`src/rtl/trace_pkg.sv`:
```
// Shared types and constants for the commit-trace capture path.
package trace_pkg;
  localparam int TRACE_IDX_W   = 9;
  localparam int TRACE_DATA_W  = 32;
  localparam int TRACE_STAMP_W = 16;
  localparam int TRACE_HEAD_W  = 2 + TRACE_IDX_W + TRACE_DATA_W;

  typedef enum logic [1:0] {
    NONE = 2'b00,
    REG  = 2'b01,
    MEMW = 2'b10,
    MEMR = 2'b11
  } trace_kind_t;

  typedef struct packed {
    trace_kind_t               kind;
    logic [TRACE_IDX_W-1:0]    index;
    logic [TRACE_DATA_W-1:0]   data;
    logic [TRACE_STAMP_W-1:0]  stamp;
  } trace_entry_t;

  // Stamp-less part of an entry; the stamp width is a parameter of the top.
  function automatic logic [TRACE_HEAD_W-1:0] trace_head(
    input trace_kind_t              kind,
    input logic [TRACE_IDX_W-1:0]   index,
    input logic [TRACE_DATA_W-1:0]  data
  );
    return {kind, index, data};
  endfunction
endpackage

```
`src/rtl/trace_fifo2w.sv`:
```
// Dual-push, single-pop FIFO. push1 is only meaningful together with push0;
// din0 lands first, din1 right behind it.
module trace_fifo2w #(
  parameter int W     = 59,
  parameter int DEPTH = 16,
  localparam int AW   = $clog2(DEPTH),
  localparam int PW   = AW + 1
) (
  input  logic          clk,
  input  logic          rst,
  input  logic          push0,
  input  logic          push1,
  input  logic [W-1:0]  din0,
  input  logic [W-1:0]  din1,
  input  logic          pop,
  output logic [W-1:0]  dout,
  output logic          valid,
  output logic [PW-1:0] level,
  output logic [PW-1:0] free
);
  logic [W-1:0]  mem [DEPTH];
  logic [PW-1:0] wptr;
  logic [PW-1:0] rptr;
  logic [PW-1:0] wptr_next1;
  logic          do_pop;

  assign wptr_next1 = wptr + PW'(1);
  assign do_pop     = pop && valid;

  always_ff @(posedge clk or negedge rst) begin
    if (!rst) begin
      wptr <= '0;
      rptr <= '0;
    end else begin
      wptr <= wptr + PW'(push0) + PW'(push1);
      rptr <= rptr + PW'(do_pop);
    end
  end

  always_ff @(posedge clk) begin
    if (push0) mem[wptr[AW-1:0]]       <= din0;
    if (push1) mem[wptr_next1[AW-1:0]] <= din1;
  end

  // Pointers carry one extra wrap bit so full and empty are distinguishable.
  assign level = wptr - rptr;
  assign valid = (level != '0);
  assign free  = PW'(DEPTH) - level;
  assign dout  = valid ? mem[rptr[AW-1:0]] : '0;
endmodule

```
`src/rtl/commit_trace_buffer.sv`:
```
// Samples core write-back / data-memory events each cycle, stamps them and
// queues them for a host-side consumer.
module commit_trace_buffer
  import trace_pkg::*;
#(
  parameter int DEPTH   = 16,
  parameter int STAMP_W = 16,
  localparam int PW     = $clog2(DEPTH) + 1,
  localparam int EW     = TRACE_HEAD_W + STAMP_W
) (
  input  logic          clk,
  input  logic          rst,
  input  logic          trace_en,
  input  logic          RegWriteSignal,
  input  logic [4:0]    RegNum,
  input  logic [31:0]   RegData,
  input  logic          WriteEnable,
  input  logic          ReadEnable,
  input  logic [8:0]    Address,
  input  logic [31:0]   WriteData,
  input  logic [31:0]   ReadData,
  output logic          out_valid,
  input  logic          out_ready,
  output logic [EW-1:0] out_entry,
  output logic [PW-1:0] level,
  output logic [15:0]   drop_count
);
  // Handshake: the head transfers on a rising edge where out_valid && out_ready;
  // out_entry holds steady while out_valid is high and out_ready is low.
  logic [STAMP_W-1:0] stamp;
  logic               reg_ev;
  logic               mem_ev;
  trace_kind_t        mem_kind;
  logic [EW-1:0]      reg_entry;
  logic [EW-1:0]      mem_entry;
  logic               pop;
  logic [PW-1:0]      free;
  logic [PW:0]        avail;
  logic [1:0]         needed;
  logic               push0;
  logic               push1;
  logic [1:0]         n_drop;
  logic [16:0]        drop_sum;

  assign reg_ev    = trace_en && RegWriteSignal && (RegNum != 5'd0);
  assign mem_ev    = trace_en && (WriteEnable ^ ReadEnable);
  assign mem_kind  = WriteEnable ? MEMW : MEMR;
  assign reg_entry = {trace_head(REG, {4'b0, RegNum}, RegData), stamp};
  assign mem_entry = {trace_head(mem_kind, Address, WriteEnable ? WriteData : ReadData), stamp};

  // A pop in the same cycle frees a slot for an incoming event.
  assign pop    = out_valid && out_ready;
  assign avail  = {1'b0, free} + (PW + 1)'(pop);
  assign needed = {1'b0, reg_ev} + {1'b0, mem_ev};

  // REG has priority, so with one free slot the memory event is the one lost.
  assign push0    = (needed != 2'd0) && (avail != '0);
  assign push1    = (needed == 2'd2) && (avail >= (PW + 1)'(2));
  assign n_drop   = needed - {1'b0, push0} - {1'b0, push1};
  assign drop_sum = {1'b0, drop_count} + 17'(n_drop);

  always_ff @(posedge clk or negedge rst) begin
    if (!rst) begin
      stamp      <= '0;
      drop_count <= '0;
    end else begin
      stamp      <= stamp + STAMP_W'(1);
      drop_count <= drop_sum[16] ? 16'hFFFF : drop_sum[15:0];
    end
  end

  trace_fifo2w #(
    .W     (EW),
    .DEPTH (DEPTH)
  ) u_fifo (
    .clk   (clk),
    .rst   (rst),
    .push0 (push0),
    .push1 (push1),
    .din0  (reg_ev ? reg_entry : mem_entry),
    .din1  (mem_entry),
    .pop   (pop),
    .dout  (out_entry),
    .valid (out_valid),
    .level (level),
    .free  (free)
  );
endmodule

```
`config.mk`:
```
export PLATFORM = sky130hd
export DESIGN_NAME = commit_trace_buffer
export DESIGN_NICKNAME = d
export VERILOG_FILES = /design/src/rtl/trace_pkg.sv /design/src/rtl/trace_fifo2w.sv /design/src/rtl/commit_trace_buffer.sv
export SDC_FILE = /design/constraint.sdc
export NUM_CORES = 2
export LEC_CHECK = 0
export CAP_MARGIN = 30
export CORE_MARGIN = 2
export CORE_UTILIZATION = 50
export DETAILED_ROUTE_END_ITERATION = 6
export DONT_BUFFER_PORTS = 1
export SLEW_MARGIN = 20
export SYNTH_ARGS = -nofsm -noshare
export SYNTH_HDL_FRONTEND = slang
export SYNTH_HIERARCHICAL = 1
export SYNTH_SLANG_ARGS = --single-unit
export TNS_END_PERCENT = 5
```
`constraint.sdc`:
```
create_clock -name clk -period 10.42 [get_ports clk]
set_clock_uncertainty 0.15 [all_clocks]
set_input_delay 2.084 -clock clk [delete_from_list [all_inputs] [get_ports clk]]
set_output_delay 2.084 -clock clk [all_outputs]
set_load 0.02 [all_outputs]
```
Yosys cells after proc, flatten, opt, wreduce, memory -nomap -nowiden --
Memory sizes are Yosys's and may differ from the RTL's. Cells that the tools add are included.
Storage, ports and cells: register bits after elaboration 42, latch bits 0, bits in writable memories 944, ROM bits 0, input bits 117, output and inout port bits 81, logic and storage cells 40, memories 1
Cells by class: add/subtract/negate cells 12, multipliers 0, div/mod/pow operators 0, order comparisons 1, equality and inequality tests 1, shifts and indexed selects 0, mux-type cells 9, bitwise logic cells 1, reduce and logical (&&, ||, !) cells 11
Memories:
- u_fifo.mem | words 16, bits a word 59, read ports 1, clocked after memory_dff 0, write ports 2, line trace_fifo2w.sv:21 | logic [W-1:0] mem [DEPTH];
Operator list (count):
- $mux 59 | 2
- $mux 32 | 1
- $add 16x2->17 | 1
- $add 16x1->16 const B | 1
- $mux 16 | 1
- $add 5x1->5 | 3
- $reduce_bool 5->1 | 2
- $logic_and 1x1->1 | 7
- $add 5x1->6 | 1
- $ge 6x2->1 const B | 1
- $reduce_bool 6->1 | 1
- $mux 1 | 5
- $sub 5x5->5 | 1
- $sub 5x5->5 const A | 1
- $add 4x1->4 const B | 1
- $sub 2x1->2 | 2
- $add 1x1->2 | 1
- $eq 2x2->1 const B | 1
- $reduce_bool 2->1 | 1
- $xor 1x1->1 | 1

Longest topological paths before layout --
depth after elaboration 10, mapped depth 27

Modules after synthesis --
Netlist, hierarchy kept.
By module, submodules not included:
- trace_fifo2w | instances 1, cells an instance 2852, area each 48420.2 um^2, sequential area each 28597.4 um^2
- commit_trace_buffer | instances 1, cells an instance 240, area each 2503.7 um^2, sequential area each 800.8 um^2

Worst setup path after synthesis --
No wires, ideal clock.
path kind flip-flop to flip-flop, start register u_fifo.rptr[2], end memory u_fifo.mem[6][0], enable pin, library setup time 561 ps, data arrival time 8449 ps, setup slack 1260 ps, stages on the path, launching flop included 21, path through dfrtp_1 inv_2 clkbuf_1 ha_1 xnor2_1 nand2b_1 a21oi_1 ha_1 clkbuf_1 clkbuf_1 inv_1 and2_1 ha_1 ha_1 nand3_1 a2111oi_0 nor2b_1 nand2_1 nor2_1 a31oi_1 nor3b_1
RTL lines:
- start, declared | line trace_fifo2w.sv:23 | logic [PW-1:0] rptr;
- start signal, assigned | line trace_fifo2w.sv:36 | rptr <= rptr + PW'(do_pop);
- end, declared | line trace_fifo2w.sv:21

Final worst setup path --
start register u_fifo.rptr[1], end output out_entry[21]
Between the ends: cells in the longest elaborated chain, start to end 3, elaborated cells between the ends (all ways) 4
RTL lines:
- $sub 5x5->5 | line trace_fifo2w.sv:46 | assign level = wptr - rptr;
- $reduce_bool 5->1 | line trace_fifo2w.sv:47 | assign valid = (level != '0);
- $mux 59 * | line trace_fifo2w.sv:49 | assign dout = valid ? mem[rptr[AW-1:0]] : '0;
- end, declared | line commit_trace_buffer.sv:24 | output logic [EW-1:0] out_entry,
Every way passes the cells marked *; elsewhere a longest branch is shown, timed or not.

==> out/results.ini <==
[power_and_ir_drop]
intPower_mw=8.91
p_leak_nw=18.3
ir_worst_vdd_mv=0.148
p_sw_mw=4.69
seqPwrFrac_pct=37.5
clockPowerShare_pct=27.9
swShare_pct=34.5
pwr_density_cell_mw_per_mm2=243
power_frac_comb_pct=34.6

[synthesis]
synth-edff-count=944
netlist_area_mm2=0.0509
synth.distinct_cells=50
synthTopCellsByArea=edfxtp_1 56%, mux2_2 26%, mux4_2 7.8%
syn-mean-instance-area_um2=16.5
yosys_register_bits=986
ys_seq_area_share_pct=57.7
ys.flop_type=edfxtp_1
synthArstFlopShare_pct=4.26
synth_top_area_cell=edfxtp_1
synthCells=3092
netlist.area_leader.share_pct=55.7
yosysWarnings=6

[sta]
maxSlewViolCount=0
grt_setup_unrepaired=no
hold_viol_final=0
tightest_slew_ps=1070
setup_viol=0
timing.final.crit_share_pct=75.6
fin_crit_ps=7880
slew_headroom_pct=28.4
max_freq_ghz=0.127
setup-tns-final_ps=0

[global_route]
grt_max_degree=60
antenna_found_initial=1
grt_overflow_total=0
grt_pass1_vias=29240
grt_usage_pct=27.4
grt_pass1_wl_mm=206

[critical_path]
cp.arrival_ps=5640
endpoint=out_entry[21]
reg2reg_to=drop_count[12]$_DFF_PN0_
crit_fanout=43
startpoint=u_fifo/rptr[1]$_DFF_PN0_
r2r_slack_ps=3110
rr_worst_depth=20
timing.rr.start=u_fifo/rptr[0]$_DFF_PN0_
critical_path_required_ps=8190
critPathCaptureType=output pin
crit_type=flip-flop to output pin
cp-start-kind=flip-flop

[final_layout]
antenna_cells=0
final_nets=3128
final_cells=4451
fillers=8026
multi_input_area_mm2=0.0202
drive_above_1_share_pct=53.0
utilization_pct=55.2
register_area_mm2=0.0294
area_delta_synth_final_pct=9.98

[route]
drt-initial-drc-count=2619
vias=28320
wirelength_mm=142
wl_per_cell_um=32.0
viasPerCell=6.36
drtPass1Iterations=5
ant_nets=0
drc=0

[floorplanning]
core_area_mm2=0.101
die_h_um=323
die_w_um=323
die-area_mm2=0.104
initial_core_util_pct=50.2
row_count=117
io_pins=198

[cts]
post_cts_buffers=0
postCtsHoldBufs=0
clkTransAtPathRegs_ps=60
worstSkewPairLatency_ps=690
cts_buffers=111
clock-root-buffer=clkbuf_16
cts.repair.resized=0
clockBufferDepth=3
cts_tree=built
h-tree-depth=3
clkSinkCount=986

[flow_run]
cap_violations=0

[status]
outcome=completed

[placement]
io_buffers=0
gp_congestion=0.791
dp.cells=4232
hpwl_mm=76.1

[min_path]
hp-class=flip-flop to flip-flop

[logic make-up after synthesis]
group                    after synthesis  share of synthesized area [%]
AO/OA/AOI/OAI                        137                           1.71
other                                  1                        0.00736
AND/OR/NAND/NOR                      196                           1.98
buffers and inverters                346                           3.18
flip-flops                           986                           57.7
adder cells (fa/ha/maj)               20                          0.550
multiplexers                        1369                           34.2
XOR/XNOR                              37                          0.666
[routing by layer]
| metal | vias up | track usage, % | share of wire [%] |
|---|---|---|---|
| met5 | - | 0 | 0 |
| met3 | 170 | 3.98 | 6.4 |
| met4 | 0 | 7.22 | 2.0 |
| met2 | 1003 | 45.0 | 49 |
| li1 | 12097 | - | - |
| met1 | 15050 | 38.3 | 43 |
[state kept, by name (all words and copies together) (netlist names)]
register and count:
u_fifo/rptr 5, stamp 16, u_fifo/wptr 5, drop_count 16, u_fifo/mem 944
[synth_stat cells, types with 2 or more instances]
cell type / n
edfxtp_1: 944
a21oi_1: 5
mux2_1: 34
buf_6: 16
inv_1: 21
clkbuf_1: 171
nor4_1: 5
nor2b_1: 7
nand3_1: 19
fa_1: 4
a31oi_1: 3
xnor2_1: 23
buf_4: 20
ha_1: 16
nand4_1: 5
nor3_1: 68
o22ai_1: 118
mux4_2: 177
o21ai_0: 5
mux2_2: 1157
nand2_1: 28
and4_1: 2
xor2_1: 13
buf_2: 99
nand2b_1: 10
nor3_2: 3
nor2_1: 31
and2_1: 7
buf_1: 17
inv_2: 2
dfrtp_1: 42
or2_2: 2
[worst max-delay path: stages (launching register included)]
cell and delay (ps):
dfrtp_4 750, buf_4 670, buf_4 690, buf_4 660, buf_4 720, mux4_2 350
mux2_2 160, o22ai_1 90, nor3_1 660
[worst min-delay path by stage]
stage          slack (ps)  cells past startpoint                        to                startpoint
3_3_place_gp          330                      1  u_fifo/wptr[4]$_DFF_PN0_  u_fifo/wptr[4]$_DFF_PN0_
4_1_cts               340                      1  u_fifo/rptr[4]$_DFF_PN0_  u_fifo/rptr[4]$_DFF_PN0_
5_1_grt               380                      1  u_fifo/wptr[4]$_DFF_PN0_  u_fifo/wptr[4]$_DFF_PN0_
3_5_place_dp          330                      1  u_fifo/wptr[4]$_DFF_PN0_  u_fifo/wptr[4]$_DFF_PN0_
2_1_floorplan         310                      1  u_fifo/rptr[4]$_DFF_PN0_  u_fifo/rptr[4]$_DFF_PN0_
6_report              340                      1  u_fifo/rptr[4]$_DFF_PN0_  u_fifo/rptr[4]$_DFF_PN0_
[power groups by stage]
stage	Combinational [mW]	Clock [mW]	Sequential, mW
6_report	4.70	3.80	5.10
5_1_grt	4.97	4.02	5.14
4_1_cts	4.68	3.87	5.13
3_5_place_dp	4.66	0	5.22
3_3_place_gp	4.57	0	5.19
2_1_floorplan	3.36	0	5.07
[cell type report]
| type | instances | share of cell area (%) |
|---|---|---|
| Clock inverter | 54 | 0.840 |
| Sequential cell | 986 | 52.5 |
| Clock buffer | 151 | 5.38 |
| Multi-Input combinational cell | 1766 | 36.1 |
| Tap cell | 1368 | 3.06 |
| Timing Repair Buffer | 103 | 1.93 |
| Inverter | 23 | 0.159 |
[cell usage in the layout (no fill, tap or decap), types with 5 or more instances in the layout]
master        n
buf_8         5
clkbuf_16   113
conb_1        7
edfxtp_1    944
nor3_2        6
xnor2_1      23
mux2_1       34
mux2_2     1157
and2_1        7
nand2_1      25
buf_12        9
clkbuf_1     34
nand3_1      15
ha_1         15
dfrtp_1      39
mux4_2      177
nor2_4       15
nand2b_1      8
buf_4        75
bufinv_16     9
nor2_1       16
clkinv_2     18
xor2_1       13
clkinv_1     25
nor2b_1       6
nor4_1        5
a21oi_1       5
nand4_1       5
buf_16        8
o21ai_0       5
nor3_1       63
inv_1        21
o22ai_1     118
[stage by stage]
stage	worst slack (ps)	hold slack (ps)	area, um2	total power, mW
after floorplan	1260	314	50900	8.43
after CTS	2400	344	55700	13.7
after global placement	2950	334	52100	9.77
after global routing	2330	378	56000	14.1
final	2540	345	56000	13.6
after detailed placement	2820	334	52200	9.88
No activity file was read; power rests on OpenSTA's default activity.
